$ cat src/rtl/bit_serializer_if.sv
// Handshake and serial-stream bundle between the upstream word source and bit_serializer.
// The slave side is the serializer; the master side is whatever feeds it and consumes the stream.
interface bit_serializer_if #(
    parameter int WIDTH = 8
);
    logic [WIDTH-1:0] in_data;
    logic             in_valid;
    logic             in_ready;
    logic             ser_out;
    logic             ser_valid;
    logic             busy;
    logic             word_done;

    modport slave (
        input  in_data,
        input  in_valid,
        output in_ready,
        output ser_out,
        output ser_valid,
        output busy,
        output word_done
    );

    modport master (
        output in_data,
        output in_valid,
        input  in_ready,
        input  ser_out,
        input  ser_valid,
        input  busy,
        input  word_done
    );
endinterface

$ cat src/rtl/bit_serializer.sv
// Parallel-in, serial-out word serializer with a valid/ready input handshake.
// Emits words as a gap-free bit stream and holds IDLE_BIT between words.
module bit_serializer #(
    parameter int WIDTH     = 8,
    parameter bit MSB_FIRST = 1'b1,
    parameter bit IDLE_BIT  = 1'b1
) (
    input  logic            clk,
    input  logic            rst,
    bit_serializer_if.slave bus
);
    localparam int CNT_W = $clog2(WIDTH);
    localparam logic [CNT_W-1:0] CNT_LAST = CNT_W'(WIDTH - 1);
    localparam logic [CNT_W-1:0] CNT_PENULT = CNT_W'(WIDTH - 2);

    typedef enum logic {
        IDLE  = 1'b0,
        SHIFT = 1'b1
    } state_t;

    state_t           state, state_next;
    logic [CNT_W-1:0] cnt, cnt_next;
    logic [WIDTH-1:0] shreg, shreg_next;
    logic             ser_out_r, ser_out_next;
    logic             ser_valid_r, ser_valid_next;
    logic             word_done_r, word_done_next;
    logic             last_bit;
    logic             ready;
    logic             accept;

    function automatic logic first_bit(input logic [WIDTH-1:0] w);
        return MSB_FIRST ? w[WIDTH-1] : w[0];
    endfunction

    // Bit that becomes current after one shift of the held word.
    function automatic logic next_bit(input logic [WIDTH-1:0] w);
        return MSB_FIRST ? w[WIDTH-2] : w[1];
    endfunction

    function automatic logic [WIDTH-1:0] shift_word(input logic [WIDTH-1:0] w);
        return MSB_FIRST ? {w[WIDTH-2:0], 1'b0} : {1'b0, w[WIDTH-1:1]};
    endfunction

    assign last_bit = (state == SHIFT) && (cnt == CNT_LAST);
    assign ready    = !rst && ((state == IDLE) || last_bit);
    assign accept   = bus.in_valid && ready;

    always_ff @(posedge clk) begin
        if (rst) begin
            state       <= IDLE;
            cnt         <= '0;
            shreg       <= '0;
            ser_out_r   <= IDLE_BIT;
            ser_valid_r <= 1'b0;
            word_done_r <= 1'b0;
        end else begin
            state       <= state_next;
            cnt         <= cnt_next;
            shreg       <= shreg_next;
            ser_out_r   <= ser_out_next;
            ser_valid_r <= ser_valid_next;
            word_done_r <= word_done_next;
        end
    end

    always_comb begin
        state_next = state;
        case (state)
            IDLE:    if (accept) state_next = SHIFT;
            SHIFT:   if (last_bit && !accept) state_next = IDLE;
            default: state_next = IDLE;
        endcase
    end

    // cnt always names the bit index currently on ser_out.
    always_comb begin
        cnt_next       = '0;
        shreg_next     = shreg;
        ser_out_next   = IDLE_BIT;
        ser_valid_next = 1'b0;
        word_done_next = 1'b0;
        if (accept) begin
            shreg_next     = bus.in_data;
            ser_out_next   = first_bit(bus.in_data);
            ser_valid_next = 1'b1;
        end else if (state == SHIFT && !last_bit) begin
            cnt_next       = cnt + CNT_W'(1);
            shreg_next     = shift_word(shreg);
            ser_out_next   = next_bit(shreg);
            ser_valid_next = 1'b1;
            word_done_next = (cnt == CNT_PENULT);
        end
    end

    assign bus.in_ready  = ready;
    assign bus.ser_out   = ser_out_r;
    assign bus.ser_valid = ser_valid_r;
    assign bus.busy      = ser_valid_r;
    assign bus.word_done = word_done_r;
endmodule

$ cat src/flat_wrapper.sv
// flat-port wrapper written by rule: the top's interface ports become plain ports
module bit_serializer_flat 
#(
    parameter int WIDTH     = 8,
    parameter bit MSB_FIRST = 1'b1,
    parameter bit IDLE_BIT  = 1'b1
)
  (clk, rst, bus_in_data, bus_in_valid, bus_in_ready, bus_ser_out, bus_ser_valid, bus_busy, bus_word_done);
  bit_serializer_if #(.WIDTH(WIDTH)) bus_i ();
  input  logic clk;
  input  logic rst;
  input wire logic [$bits(bus_i.in_data)-1:0] bus_in_data;
  input wire logic [$bits(bus_i.in_valid)-1:0] bus_in_valid;
  output wire logic [$bits(bus_i.in_ready)-1:0] bus_in_ready;
  output wire logic [$bits(bus_i.ser_out)-1:0] bus_ser_out;
  output wire logic [$bits(bus_i.ser_valid)-1:0] bus_ser_valid;
  output wire logic [$bits(bus_i.busy)-1:0] bus_busy;
  output wire logic [$bits(bus_i.word_done)-1:0] bus_word_done;
  assign bus_i.in_data = bus_in_data;
  assign bus_i.in_valid = bus_in_valid;
  assign bus_in_ready = bus_i.in_ready;
  assign bus_ser_out = bus_i.ser_out;
  assign bus_ser_valid = bus_i.ser_valid;
  assign bus_busy = bus_i.busy;
  assign bus_word_done = bus_i.word_done;
  bit_serializer #(.WIDTH(WIDTH), .MSB_FIRST(MSB_FIRST), .IDLE_BIT(IDLE_BIT)) u_core (.clk(clk), .rst(rst), .bus(bus_i));
endmodule
$ cat config.mk
export PLATFORM = sky130hd
export DESIGN_NAME = bit_serializer_flat
export DESIGN_NICKNAME = d
export VERILOG_FILES = /design/src/rtl/bit_serializer_if.sv /design/src/rtl/bit_serializer.sv /design/src/flat_wrapper.sv
export SDC_FILE = /design/constraint.sdc
export NUM_CORES = 1
export LEC_CHECK = 0
export ABC_AREA = 1
export CORE_UTILIZATION = 50
export CTS_CLUSTER_DIAMETER = 150
export DETAILED_ROUTE_END_ITERATION = 16
export PLACE_DENSITY_LB_ADDON = 0.3
export SLEW_MARGIN = 20
export SYNTH_ARGS = -nofsm -noshare
export SYNTH_HDL_FRONTEND = slang
export SYNTH_SLANG_ARGS = --single-unit
$ cat constraint.sdc
create_clock -name clk -period 2.15 [get_ports clk]
set_input_delay 0.43 -clock clk [delete_from_list [all_inputs] [get_ports clk]]
set_output_delay 0.43 -clock clk [all_outputs]
set_load 0.01 [all_outputs]
; Word level (Yosys, flattened, before mapping)
; Cells that the tools add are included.
[word_totals]
elab_cells = 31
ramBits = 0
latchBits = 0
in_bits = 11
rom_bits = 0
register_bits = 14
output_inout_bits = 5
n_memories = 0
[op_classes]
order_cmp = 0
muxes = 9
shifts = 0
bitwise_logic = 2
multipliers = 0
div_mod_pow = 0
eq_ne = 2
n_reduce_logical = 11
n_addsub = 1
[op_table]
columns = cell, n
row1 = $mux W7, 2
row2 = $eq A3 B3 Y1 const B, 2
row3 = $mux W1, 6
row4 = $logic_and A1 B1 Y1, 5
row5 = $add A3 B1 Y3 const B, 1
row6 = $logic_not A1 Y1, 3
row7 = $reduce_or A3 Y1, 1
row8 = $not A1 Y1, 2
row9 = $pmux W1 S2, 1
row10 = $reduce_bool A2 Y1, 1
row11 = $logic_or A1 B1 Y1, 1

; Depth between registers and ports, before layout
; Gate-level depths: netlist of run 1.
[logic_depth]
ltp_word = 9
mapped_depth = 9
depth_no_buf = 9

; Worst setup path after synthesis of run 1
; No wires, ideal clock.
[synth_timing]
path_type = register to output
start = register u_core.cnt[0]
end = output port bus_in_ready
setup_slack_ns = 0.728
path_stages_with_launch = 7
required_ns = 1.720
path_buffers = 0
arrival_ns = 0.992
cell_sequence = dfxtp_1 -> ha_1 -> ha_1 -> inv_2 -> nand2_4 -> inv_2 -> nor2_4
[synth_between]
elab_chain_len = 4
[synth_rtl]
columns = item, line_no
row1 = start: declaration, bit_serializer.sv:22  ; logic [CNT_W-1:0] cnt, cnt_next;
row2 = start signal: assignment, bit_serializer.sv:58  ; cnt <= cnt_next;
row3 = $eq A3 B3 Y1, bit_serializer.sv:44  ; assign last_bit = (state == SHIFT) && (cnt == CNT_LAST);
row4 = $logic_and A1 B1 Y1, bit_serializer.sv:44
row5 = $logic_or A1 B1 Y1, bit_serializer.sv:45  ; assign ready = !rst && ((state == IDLE) || last_bit);
row6 = $logic_and A1 B1 Y1, bit_serializer.sv:45
row7 = end: declaration, flat_wrapper.sv:14  ; output wire logic [$bits(bus_i.in_ready)-1:0] bus_in_ready;
; Every way passes these cells.

; Worst setup path after layout of run 1
; Same ends and word-level chain as after synthesis.

==> impl_metrics.csv, run 1 <==
group,metric,value,unit
die,dieArea,1480,µm²
outcome,status,"finished, final reports clean",
worst_setup_path,slowest_stage,"dfxtp_1",
layout,diodes,0,
worst_setup_path,crit_fanout,9,
layout,multi_input_area,303,µm²
cts,cts_tree,"built",
layout,syn_to_final_growth,27.5,%
cts,clkTransAtPathRegs,0.09,ns
timing,slew_headroom,0.782,
timing,finClkSkew,0.00629,ns
worst_setup_path,cp_cell_sequence,"ha_1, ha_1, inv_2, nand2_4, inv_4, nor2_4, dlygate4sd2_1",
cts,cts_sinks,14,
timing,worst_pin_slew,0.325,ns
layout,fin_nets,117,
worst_setup_path,crit_path_start,"u_core.cnt[0]",
detailed_routing,drc,0,
global_route,grt_pass1_vias,487,
detailed_routing,ant_nets,0,
detailed_routing,viasPerCell,4.84,
worst_setup_path,critPathRequiredTime,1.72,ns
timing,drv_slew,0,
logic_synthesis,seq_area_frac_synth,0.423,
worst_setup_path,ff2ff_setup_slack,0.84,ns
layout,fin_area,846,µm²
power_and_ir_drop,p_leak,0.360,nW
worst_setup_path,r2r-start,"u_core.cnt[0]",
logic_synthesis,netlist_area,663,µm²
die,io_pins,16,
worst_setup_path,path_delay_family,"buffers and inverters",
timing,finalHoldViolations,0,
detailed_routing,drt_iter0_drc,14,
die,rows,12,
run,maxCapViolations,0,
global_route,grt_overflow,0,
timing,setup_violations,0,
place,gp_congestion,0.755,
logic_synthesis,yosys_warnings,0,
worst_setup_path,path_common_cell,"ha_1",
cts,postCtsHoldBufs,0,
worst_setup_path,slowest_delay,0.33,ns
global_route,antenna_found_initial,0,
layout,fillCellCount,99,
worst_setup_path,start_kind,"flip-flop",
detailed_routing,wirelength,1.09,mm
logic_synthesis,syn-num-nets,99,
cts,clock-root-buffer,"clkbuf_4",
die,fp.dieH,38.4,µm
timing,finalCriticalPeriod,2.03,ns
timing,whs,0.450,ns
layout,drive_gt1_frac,0.157,
cts,numCtsBuffers,3,
logic_synthesis,syn_avg_cell_area,7.80,µm²
place,dpl_cell_area,808,µm²
worst_setup_path,path_class,"reg2out",
worst_setup_path,cp.depth,7,
die,die_x,38.4,µm
die,core,1170,µm²
place,place_ws,0.136,ns
worst_setup_path,cp.arrival,1.60,ns
worst_setup_path,critPathBufInv,3,
power_and_ir_drop,vdd_drop_max,548,µV
global_route,track_usage,0.194,
layout,regArea,280,µm²
logic_synthesis,ys_ff_latch,14,
detailed_routing,first_pass_iters,4,
die,start_util,0.566,
logic_synthesis,syn_inst,85,
place,place.port_buffers,15,
cts,clk_latency,0.29,ns
timing,rsz0062_at_grt,"false",
place,dp_hpwl,853,µm
cts,cts_max_level,1,
timing,finalSetupTns,0,ns
timing,final.period_utilization,0.945,
worst_setup_path,crit_path_end,"bus_in_ready",
detailed_routing,via_count,561,
detailed_routing,routedWlPerCell,9.38,µm
global_route,grt_pass1_wl,1.90,mm
worst_setup_path,r2r_end,"u_core.shreg[3]",
power_and_ir_drop,powerDensity,655,nW/µm²
cts,clockBufferDepth,2,
worst_setup_path,r2r_cells,8,
global_route,grt_start_max_net_pins,12,
worst_hold_path,hold_class,"reg2reg",
worst_setup_path,critPathCaptureType,"primary output",
logic_synthesis,yosysUniqueCellTypes,17,
timing,clock.fmax,0.492,GHz
timing,fin_ws,0.117,ns
[kinds of logic after synthesis]
family,count (synthesis),share of synthesized area
fa+ha+maj,3,0.0566
buf+inv,15,0.121
compound gates,2,0.0321
flops,14,0.423
simple gates,51,0.368
[cells in the mapped netlist]
cell | number | share of area
nor3_2 | 1 | 0.015
o21ai_4 | 1 | 0.025
inv_4 | 2 | 0.019
nor2_4 | 2 | 0.034
inv_1 | 7 | 0.040
nand2_4 | 1 | 0.017
nand4_1 | 5 | 0.047
buf_6 | 2 | 0.034
buf_4 | 1 | 0.011
nand2_1 | 17 | 0.096
ha_1 | 3 | 0.057
inv_2 | 3 | 0.017
nor2_1 | 20 | 0.11
nand3_2 | 1 | 0.015
a21oi_1 | 1 | 0.0075
nand3_1 | 4 | 0.030
dfxtp_1 | 14 | 0.42
[area by class of cell]
cell class / instances / share of cell area
multi-input cells: 56 / 0.358
flip-flops and latches: 14 / 0.331
repair buffers: 16 / 0.185
inverters: 12 / 0.0621
well taps: 14 / 0.0207
clock buffers: 4 / 0.0429
[cell usage in the layout, fill, tap and decap left out]
cell / Yosys / routed
nor3_2: 1 / 1
dlygate4sd2_1: 0 / 1
o21ai_4: 1 / 1
nand3_2: 1 / 1
inv_2: 3 / 2
buf_4: 1 / 1
inv_4: 2 / 3
nor2_4: 2 / 2
nand2_4: 1 / 1
dfxtp_1: 14 / 14
nor2_1: 20 / 20
clkbuf_8: 0 / 1
inv_1: 7 / 7
nand3_1: 4 / 4
clkdlybuf4s50_1: 0 / 14
a21oi_1: 1 / 1
clkbuf_4: 0 / 3
ha_1: 3 / 3
nand4_1: 5 / 5
nand2_1: 17 / 17
[how the worst min path moves through the flow]
stage | from | end | cells past startpoint
6_report | u_core.cnt[0] | u_core.cnt[0] | 1
5_1_grt | u_core.cnt[0] | u_core.cnt[0] | 1
4_1_cts | u_core.cnt[0] | u_core.cnt[0] | 1
3_5_place_dp | u_core.cnt[0] | u_core.cnt[0] | 1
3_3_place_gp | u_core.cnt[0] | u_core.cnt[0] | 1
2_1_floorplan | u_core.cnt[0] | u_core.cnt[0] | 1
[report_power, final]
| group | switching (mW) | leakage (nW) | internal [mW] |
|---|---|---|---|
| Clock | 0.0873 | 0.0210 | 0.103 |
| Combinational | 0.0447 | 0.225 | 0.0423 |
| Sequential | 0.00563 | 0.114 | 0.271 |
[worst register-to-register path: stages, from the launching register on]
cell	delay, ns
dfxtp_1	0.33
ha_1	0.19
ha_1	0.19
inv_2	0.06
nand2_4	0.08
o21ai_4	0.12
nor2_1	0.07
nor2_1	0.11
nor2_1	0.05
[what timing repair did]
item                                    4_1_cts  5_1_grt
resized for setup                             1        1
buffers inserted                              0        0
endpoints found under the setup margin        1        1
[flip-flops by register name, indices dropped and copies added, names as in the netlist]
signal,count
u_core.bus.word_done,1
u_core.bus.ser_out,1
u_core.shreg,7
u_core.state,1
u_core.bus.busy,1
u_core.cnt,3
[layer usage]
metal	up-vias	GRT usage	routed length, µm
met3	4	0.0872	64
met2	18	0.301	525
met1	243	0.231	481
met5	-	0	0
met4	0	0.0776	17
li1	296	-	-
[metrics by stage]
| step | util | power [mW] | std cells |
|---|---|---|---|
| final | 0.722 | 0.554 | 116 |
| after floorplan | - | 0.336 | 85 |
| after detailed placement | 0.690 | 0.371 | 112 |
| after CTS | 0.720 | 0.560 | 116 |
| after global placement | 0.690 | 0.369 | 112 |
| after global routing | 0.722 | 0.582 | 116 |
Power figures use the tool's default switching activity.
==> inputs of run 2 (changes only) <==
- ABC_AREA: 1 -> unset
- CORE_AREA: unset -> 2 2 39 41
- CORE_UTILIZATION: 50 -> unset
- CTS_CLUSTER_DIAMETER: 150 -> unset
- DIE_AREA: unset -> 0 0 41 43
==> run 2 against run 1 <==
Effect of this change: via count fell by 24%; critical endpoint unchanged; largest cell class unchanged; register-to-register slack improved by 0.02 ns; synthesized area shrank 4.7%; global-route usage decreased by 6.0 points; largest power group unchanged; sequential share of layout area up 2.6 points.
==> impl_metrics.csv, run 2 <==
group,metric,value,unit
outcome,status,"finished, final reports clean",
cts,cts_max_level,1,
logic_synthesis,yosysUniqueCellTypes,18,
logic_synthesis,ys.flop_type,"dfxtp_1",
logic_synthesis,syn_avg_cell_area,11.1,µm²
die,io_pins,16,
cts,cts_tree,"built",
detailed_routing,wirelength,944,µm
global_route,antenna_found_initial,0,
detailed_routing,first_pass_iters,2,
worst_setup_path,cp.arrival,1.59,ns
worst_setup_path,crit_fanout,4,
worst_setup_path,start_kind,"flip-flop",
layout,top_register,"u_core.shreg",
cts,clk_latency,0.27,ns
place,place.port_buffers,15,
worst_setup_path,slowest_stage,"dfxtp_1",
timing,clock.fmax,0.495,GHz
timing,finClkSkew,0.00197,ns
global_route,track_usage,0.134,
global_route,grt_pass1_vias,371,
timing,rsz0062_at_grt,"false",
die,fp.dieH,43,µm
cts,post_cts_buffers,0,
logic_synthesis,yosys_warnings,0,
worst_setup_path,path_class,"reg2out",
logic_synthesis,syn-num-nets,71,
cts,clock-root-buffer,"clkbuf_4",
global_route,grt_overflow,0,
place,dp_hpwl,658,µm
die,core,1380,µm²
logic_synthesis,async_reset_ff_frac,0,
detailed_routing,ant_nets,0,
cts,numCtsBuffers,3,
logic_synthesis,syn_inst,57,
logic_synthesis,synth_top_area_share,0.444,
power_and_ir_drop,powerDensity,647,nW/µm²
logic_synthesis,yosysMostFrequentCell,"dfxtp_1",
die,rows,14,
timing,setup_violations,0,
layout,fin_nets,87,
worst_hold_path,hold_class,"reg2reg",
timing,worst_pin_slew,0.487,ns
timing,final.period_utilization,0.939,
layout,largest_reg_flops,7,
logic_synthesis,yosysTopAreaCell,"dfxtp_1",
worst_setup_path,critPathCaptureType,"primary output",
logic_synthesis,synth_edf_count,0,
die,start_util,0.457,
logic_synthesis,ys_ff_latch,14,
cts,cts_sinks,14,
layout,syn_to_final_growth,24.2,%
global_route,grt_pass1_wl,1.52,mm
logic_synthesis,yosys-top-cells-area,"dfxtp_1 44%, a211oi_2 12%, mux2i_1 11%",
worst_setup_path,path_common_cell,"ha_1",
die,dieArea,1760,µm²
power_and_ir_drop,p_leak,0.325,nW
layout,drive_gt1_frac,0.183,
worst_setup_path,critPathRequiredTime,1.72,ns
worst_setup_path,critPathBufInv,1,
run,maxCapViolations,0,
worst_setup_path,cp_cell_sequence,"ha_1, ha_1, and2b_1, nor2_1, dlygate4sd2_1",
global_route,grt_start_max_net_pins,18,
timing,slew_headroom,0.674,
detailed_routing,drc,0,
logic_synthesis,yosys-top-cells-count,"14 x dfxtp_1, 11 x nor2_1, 7 x mux2i_1",
detailed_routing,viasPerCell,4.92,
worst_setup_path,path_delay_family,"adder cells",
timing,drv_slew,0,
layout,layout_top_registers,"u_core.shreg: 7 flops, u_core.cnt: 3 flops",
detailed_routing,routedWlPerCell,10.9,µm
worst_setup_path,slowest_delay,0.33,ns
timing,finalCriticalPeriod,2.02,ns
logic_synthesis,netlist_area,632,µm²
power_and_ir_drop,vdd_drop_max,365,µV
layout,diodes,0,
die,die_x,41,µm
place,dpl_cell_area,763,µm²
layout,layout_common_cells,"14 x clkdlybuf4s50_1, 14 x dfxtp_1, 11 x nor2_1, 7 x mux2i_1, 6 x a211oi_2",
cts,clockBufferDepth,2,
detailed_routing,drt_iter0_drc,2,
timing,finalHoldViolations,0,
place,gp_congestion,0.658,
detailed_routing,via_count,428,
logic_synthesis,seq_area_frac_synth,0.444,
cts,clkTransAtPathRegs,0.08,ns
timing,finalSetupTns,0,ns
layout,fin_area,785,µm²
## run 2: cell count changes after synthesis, sizes merged, moves of 2 or more
cell    delta
inv       -11
nand2     -17
a211oi     +6
nor3b      +2
buf        +2
nand4      -5
nor3       +3
nor2      -11
nand3      -5
mux2i      +7
## run 2: cells by family after synthesis
kind of cell / after synthesis / synth area share
mux: 7 / 0.111
buf+inv: 6 / 0.0792
compound gates: 7 / 0.131
simple gates: 20 / 0.176
flops: 14 / 0.444
fa+ha+maj: 3 / 0.0594
## run 2: worst register-to-register path: stages, from the launching register on
cell      delay, ns
dfxtp_1        0.33
ha_1           0.20
ha_1           0.18
nand2b_4       0.24
nor2_1         0.16
a211oi_2       0.06
## run 2: power by group
group / internal, mW / switching (mW) / total, mW
sequential: 0.275 / 0.00827 / 0.284
clock: 0.0647 / 0.0743 / 0.139
combinational: 0.0464 / 0.0382 / 0.0846
total: 0.386 / 0.121 / 0.507
## run 2: routing by layer
layer	part of all wire	track usage
met3	0.057	0.0314
met1	0.47	0.172
met4	0.0095	0.100
met2	0.47	0.184
met5	0	0
## run 2: metrics by stage
step                      std cells  power (mW)  utilization  setup slack, ns  hold slack (ns)
after floorplan                  57       0.347            -            0.737            0.425
after global placement           84       0.374        0.552            0.162            0.438
after detailed placement         84       0.376        0.552            0.164            0.452
after CTS                        87       0.515        0.567            0.133            0.463
after global routing             87       0.532        0.567           0.0770            0.484
final                            87       0.507        0.567            0.132            0.463
## run 2: layout make-up
cell class	count	area [µm²]
clock buffer	3	22.5
fill	135	599
inverter	1	3.75
multi-input combinational	37	302
sequential	14	280
tap	16	20.0
timing repair buffer	16	156
## run 2: repair_timing
item,in CTS,in global routing
hold buffers,0,0
endpoints found under the setup margin,1,0
gates resized for setup,1,0
## run 2: path summary, 6_finish.rpt
check / from / cells past startpoint / end / slack [ns]
max: u_core.cnt[0] / 5 / bus_in_ready / 0.13
min: u_core.cnt[0] / 1 / u_core.cnt[0] / 0.46
max reg2reg: u_core.cnt[0] / 5 / u_core.shreg[1] / 0.86
min reg2reg: u_core.cnt[0] / 1 / u_core.cnt[0] / 0.46
